===== config.mk =====
export PLATFORM = sky130hd
export DESIGN_NAME = mips_hilo_muldiv_unit
export DESIGN_NICKNAME = d
export VERILOG_FILES = /design/src/rtl/mips_hilo_muldiv_unit.sv
export SDC_FILE = /design/constraint.sdc
export NUM_CORES = 1
export LEC_CHECK = 0
export BUFFER_PORTS_ARGS = -buffer_cell sky130_fd_sc_hd__buf_2
export CORE_ASPECT_RATIO = 0.6
export CORE_MARGIN = 5
export CORE_UTILIZATION = 30
export CTS_CLUSTER_DIAMETER = 80
export DETAILED_ROUTE_END_ITERATION = 7
export PLACE_DENSITY_LB_ADDON = 0.3
export SYNTH_ARGS = -nofsm -noshare
export SYNTH_HDL_FRONTEND = slang
export SYNTH_SLANG_ARGS = --single-unit

===== constraint.sdc =====
create_clock -name clk -period 3.4 [get_ports clk]
set_input_delay 0.34 -clock clk [delete_from_list [all_inputs] [get_ports clk]]
set_output_delay 0.34 -clock clk [all_outputs]
set_load 0.02 [all_outputs]

===== src/rtl/mips_hilo_muldiv_unit.sv =====
// HI/LO multiply/divide unit: iterative shift-add multiply and restoring
// divide with signed magnitude fixup, optional single-cycle multiply.
module mips_hilo_muldiv_unit #(
    parameter int WIDTH     = 32,
    parameter int FAST_MULT = 0
) (
    input  logic             clk,
    input  logic             reset,
    input  logic             clk_enable,
    input  logic             start,
    input  logic [2:0]       op,
    input  logic [WIDTH-1:0] op_a,
    input  logic [WIDTH-1:0] op_b,
    output logic             busy,
    output logic             done,
    output logic             div_by_zero,
    output logic [WIDTH-1:0] hi,
    output logic [WIDTH-1:0] lo
);

    localparam int CW = $clog2(WIDTH);

    typedef enum logic [1:0] {
        S_IDLE,
        S_RUN,
        S_FIXUP
    } state_t;

    state_t           r_state;
    logic [CW-1:0]    r_cnt;
    logic             r_busy;
    logic             r_done;
    logic             r_dbz;
    logic [WIDTH-1:0] r_hi;
    logic [WIDTH-1:0] r_lo;
    logic [WIDTH-1:0] r_acc_hi;
    logic [WIDTH-1:0] r_acc_lo;
    logic [WIDTH-1:0] r_b;
    logic             r_is_div;
    logic             r_neg_q;
    logic             r_neg_r;

    logic             w_sgn;
    logic [WIDTH-1:0] w_mag_a;
    logic [WIDTH-1:0] w_mag_b;
    logic [2*WIDTH-1:0] w_fast_prod;
    logic [WIDTH-1:0] w_addend;
    logic [WIDTH:0]   w_madd;
    logic [WIDTH:0]   w_dsh;
    logic [WIDTH:0]   w_dsub;
    logic [2*WIDTH-1:0] w_prod;
    logic [2*WIDTH-1:0] w_prod_s;
    logic [WIDTH-1:0] w_quo;
    logic [WIDTH-1:0] w_rem;

    // Operand magnitudes, one iteration step and the sign fixup values
    always_comb begin
        w_sgn       = ~op[0];
        w_mag_a     = (w_sgn && op_a[WIDTH-1]) ? -op_a : op_a;
        w_mag_b     = (w_sgn && op_b[WIDTH-1]) ? -op_b : op_b;
        w_fast_prod = {{WIDTH{1'b0}}, w_mag_a} * {{WIDTH{1'b0}}, w_mag_b};
        w_addend    = r_acc_lo[0] ? r_b : '0;
        w_madd      = {1'b0, r_acc_hi} + {1'b0, w_addend};
        w_dsh       = {r_acc_hi, r_acc_lo[WIDTH-1]};
        w_dsub      = w_dsh - {1'b0, r_b};
        w_prod      = {r_acc_hi, r_acc_lo};
        w_prod_s    = r_neg_q ? -w_prod : w_prod;
        w_quo       = r_neg_q ? -r_acc_lo : r_acc_lo;
        w_rem       = r_neg_r ? -r_acc_hi : r_acc_hi;
    end

    // Control FSM, datapath iteration and HI/LO update
    always_ff @(posedge clk) begin
        if (reset) begin
            r_state  <= S_IDLE;
            r_cnt    <= '0;
            r_busy   <= 1'b0;
            r_done   <= 1'b0;
            r_dbz    <= 1'b0;
            r_hi     <= '0;
            r_lo     <= '0;
            r_acc_hi <= '0;
            r_acc_lo <= '0;
            r_b      <= '0;
            r_is_div <= 1'b0;
            r_neg_q  <= 1'b0;
            r_neg_r  <= 1'b0;
        end else if (clk_enable) begin
            r_done <= 1'b0;
            r_dbz  <= 1'b0;
            case (r_state)
                S_IDLE: begin
                    if (start) begin
                        case (op)
                            3'd4: r_hi <= op_a;
                            3'd5: r_lo <= op_a;
                            3'd0, 3'd1, 3'd2, 3'd3: begin
                                r_busy   <= 1'b1;
                                r_cnt    <= '0;
                                r_is_div <= op[1];
                                r_neg_q  <= w_sgn & (op_a[WIDTH-1] ^ op_b[WIDTH-1]);
                                r_neg_r  <= w_sgn & op_a[WIDTH-1];
                                if (op[1]) begin
                                    r_acc_hi <= '0;
                                    r_acc_lo <= w_mag_a;
                                    r_b      <= w_mag_b;
                                    r_state  <= S_RUN;
                                end else if (FAST_MULT != 0) begin
                                    r_acc_hi <= w_fast_prod[2*WIDTH-1:WIDTH];
                                    r_acc_lo <= w_fast_prod[WIDTH-1:0];
                                    r_b      <= w_mag_a;
                                    r_state  <= S_FIXUP;
                                end else begin
                                    r_acc_hi <= '0;
                                    r_acc_lo <= w_mag_b;
                                    r_b      <= w_mag_a;
                                    r_state  <= S_RUN;
                                end
                            end
                            default: ;
                        endcase
                    end
                end
                S_RUN: begin
                    if (r_is_div) begin
                        if (!w_dsub[WIDTH]) begin
                            r_acc_hi <= w_dsub[WIDTH-1:0];
                            r_acc_lo <= {r_acc_lo[WIDTH-2:0], 1'b1};
                        end else begin
                            r_acc_hi <= w_dsh[WIDTH-1:0];
                            r_acc_lo <= {r_acc_lo[WIDTH-2:0], 1'b0};
                        end
                    end else begin
                        r_acc_hi <= w_madd[WIDTH:1];
                        r_acc_lo <= {w_madd[0], r_acc_lo[WIDTH-1:1]};
                    end
                    if (r_cnt == CW'(WIDTH - 1)) begin
                        r_cnt   <= '0;
                        r_state <= S_FIXUP;
                    end else begin
                        r_cnt <= r_cnt + 1'b1;
                    end
                end
                S_FIXUP: begin
                    r_done  <= 1'b1;
                    r_busy  <= 1'b0;
                    r_state <= S_IDLE;
                    if (r_is_div) begin
                        if (r_b == '0) begin
                            r_dbz <= 1'b1;
                        end else begin
                            r_lo <= w_quo;
                            r_hi <= w_rem;
                        end
                    end else begin
                        r_hi <= w_prod_s[2*WIDTH-1:WIDTH];
                        r_lo <= w_prod_s[WIDTH-1:0];
                    end
                end
                default: r_state <= S_IDLE;
            endcase
        end
    end

    assign busy        = r_busy;
    assign done        = r_done;
    assign div_by_zero = r_dbz;
    assign hi          = r_hi;
    assign lo          = r_lo;

endmodule


==> metrics.txt <==
GPL Wtd Cong 0.989; worst-skew pair later-pin latency ~0.47 ns; post-DR vias/cell 5.70; RSZ-0062 raised after global routing true; vias post-DR between 15000 and 20000; Synth async-reset ratio 0%; most frequent cells in the layout 243 x nor2_1, 205 x a21oi_1, 202 x nand2_1; CTS tree done; Mean Syn Cell Area between 7 and 8 um2; critical path class reg -> reg; Slew HR between 20% and 30%; syn_nets around 2200; failing checks DRC, setup timing; Worst setup SP type register; CTS buffer count 17; register area ~3500 um2; area grow syn2layout 24.0%; post-route clock period utilization 101%; Clock power frac 33.2%; Pwr Density approximately 340 nW/um2; Avg WL per Cell around 23 um; NetSw about 2.3 mW; Seq pwr share 34.7%; CP arrival between 3 and 4 ns; status finished, violations left; Synth cell types 84; chip width 294 um; Pre-Repair DR Iteration Count 8; Mapped Cells 2008; clock sink count ~170; root buffer cell clkbuf_16; global route overflow 0; measured slew at the worst slew-check pin approximately 1.2 ns; CTS Buffer Depth 2; routed wire length 67000 um; worst reg-to-reg setup slack -0.05 ns; crit end category register; highest clock rate approximately 290 MHz; sw frac approximately 38%; total track usage 23.7%; crit path buf inv count 4; CP Max Fanout 4; final slew viol count 0; Yosys reg bits roughly 170; num rows between 60 and 70; CP peak stage delay ~0.46 ns; sequential fraction of the synthesis area 23.9%; largest net degree at the start of global routing just over 80; DIE HEIGHT between 150 and 200 um; Required @ worst endpoint roughly 3.8 ns; cells along the critical path buf_6 -> ha_4 -> fa_2 -> or2b_1 -> a21oi_2 -> o41a_4 -> a211oi_4 -> o22ai_2 -> buf_4 -> a21oi_4 -> o22ai_4 -> buf_4 -> buf_6 -> o21ai_2 -> o211ai_2 -> a32o_1; initial antenna violation count 1; Hold/Removal Path Class in -> reg; layout cells sized above 1 roughly a fifth; Syn. warnings 0; Finish-stage setup viols 2; family with the most delay on the worst path compound AO/OA/AOI/OAI gates; vias in the first global route ~14000; first-pass GRT wire length approximately 95000 um; First DRT Iteration DRCs roughly 2100; Post-synth EDFFs 0; core area 47900 um2; power share of the combinational group approximately a third; Pleak roughly 7.4 nW; H-tree Lvls 4; final hold vios 0; Setup WS pre-CTS -0.277 ns; PortBufs 137; # fillers 5066; cell area after synthesis between 10000 and 15000 um2; Max Cap Viol 0; Slowest-stage cell, CP o41a_4; Post-DRT Antenna Nets 0; DRC Markers 15; DP HPWL about 53000 um; crit path time final about 3.4 ns; setup TNS -0.0781 ns; Clock transition at path regs 0.08 ns; most common cell after layout, fill and taps aside nor2_1; dominant synthesized flop cell dfxtp_1; P_int between 3 and 4 mW; clock skew a little under 0.02 ns; Die ar. between 50000 and 60000 um2; PnR worst setup slack -0.0479 ns; I/O Pins about 140; area of the multi-input gates between 10000 and 15000 um2; Initial Utilization between 30% and 40%; maximum vdd drop between 300 and 400 uV; Layout Nets 2377
==> path summary, 6_finish.rpt <==
kind         cells past startpoint  startpoint           end
max                             16      r_b[0]  r_acc_hi[31]
min reg2reg                      2     r_b[13]       r_b[13]
min                              2       reset        r_b[5]
max reg2reg                     16      r_b[0]  r_acc_hi[31]
==> state kept, by name (all words and copies together), names as in the netlist <==
signal / count
r_state: 2
r_cnt: 5
r_b: 32
div_by_zero: 1
r_acc_lo: 32
r_acc_hi: 32
r_neg_r: 1
r_is_div: 1
hi: 32
done: 1
busy: 1
lo: 32
r_neg_q: 1
==> cell type report <==
| cell class | count | area share (%) |
|---|---|---|
| multi-input cells | 1635 | 59.0 |
| flip-flops and latches | 173 | 19.3 |
| repair buffers | 338 | 12.6 |
| well taps | 640 | 4.45 |
| clock buffers | 17 | 2.36 |
| inverters | 69 | 1.45 |
| clock inverters | 15 | 0.848 |
| diodes | 1 | 0.0139 |
==> synth_stat cells, types with 5 or more instances <==
library cell	instances	area, um2
nor2_1	247	927
a21oi_1	211	1060
nand2_1	202	758
dfxtp_1	173	3460
o21ai_0	109	546
clkbuf_1	106	398
xnor2_1	88	771
xor2_1	80	701
ha_1	70	876
inv_1	69	259
mux2i_1	59	591
a211oi_1	55	413
nor3_1	51	255
nand3_1	47	235
o211ai_1	38	285
a21o_1	33	248
o21ai_1	26	130
a22oi_1	25	188
nor4_1	23	144
o31ai_1	23	173
a311oi_1	18	158
or3_1	18	113
nand2b_1	16	100
o21a_1	16	120
nor2b_1	15	93.8
a31oi_1	14	87.6
buf_1	14	52.6
o41ai_1	14	123
or4_1	13	97.6
o22ai_1	11	68.8
and3_1	7	43.8
buf_2	7	35.0
o21bai_1	7	52.6
and2_1	6	37.5
nand4_1	6	37.5
a211o_1	5	43.8
a21boi_0	5	37.5
nand3b_1	5	37.5
or2_2	5	31.3
==> per-stage QoR <==
step	power [mW]	util, %	instance area [um2]	hold WS [ns]	std cells
2_1_floorplan	3.24	-	14500	0.432	2008
3_3_place_gp	3.91	35.2	16900	0.440	2835
3_5_place_dp	3.92	35.2	16900	0.446	2835
4_1_cts	6.04	36.8	17600	0.153	2872
5_1_grt	6.40	37.6	18000	0.161	2888
6_report	6.20	37.6	18000	0.167	2888
==> power by group through the flow <==
stage,combinational (mW),sequential [mW],clock [mW]
after floorplan,1.04,2.20,0
after global placement,1.72,2.20,0
after detailed placement,1.73,2.20,0
after CTS,1.82,2.15,2.08
after global routing,2.08,2.16,2.16
final,1.99,2.16,2.06
==> kinds of logic after synthesis <==
group	after synthesis	share of synthesized area (%)
XOR/XNOR	168	10.1
AO/OA/AOI/OAI	652	28.7
AND/OR/NAND/NOR	683	21.4
multiplexers	60	4.15
flip-flops	173	23.9
adder cells (fa/ha/maj)	72	6.31
buffers and inverters	200	5.41
==> per-layer routing <==
metal  vias to the layer above  global-route usage [%]  part of all wire (%)
met5                         -                       0                     0
met4                         0                    3.62                   1.1
met3                        52                    13.4                    17
met2                       891                    26.5                    34
met1                      7826                    37.8                    49
li1                       7689                       -                     -
==> repair_timing <==
action                                  4_1_cts  5_1_grt
endpoints found under the setup margin       37       45
cloned                                        1        0
hold buffers                                  0        0
gates resized for setup                      15       66
buffers inserted                              4       16
pin swaps                                     7       30
Note: power is estimated with default switching activity, not from simulation.
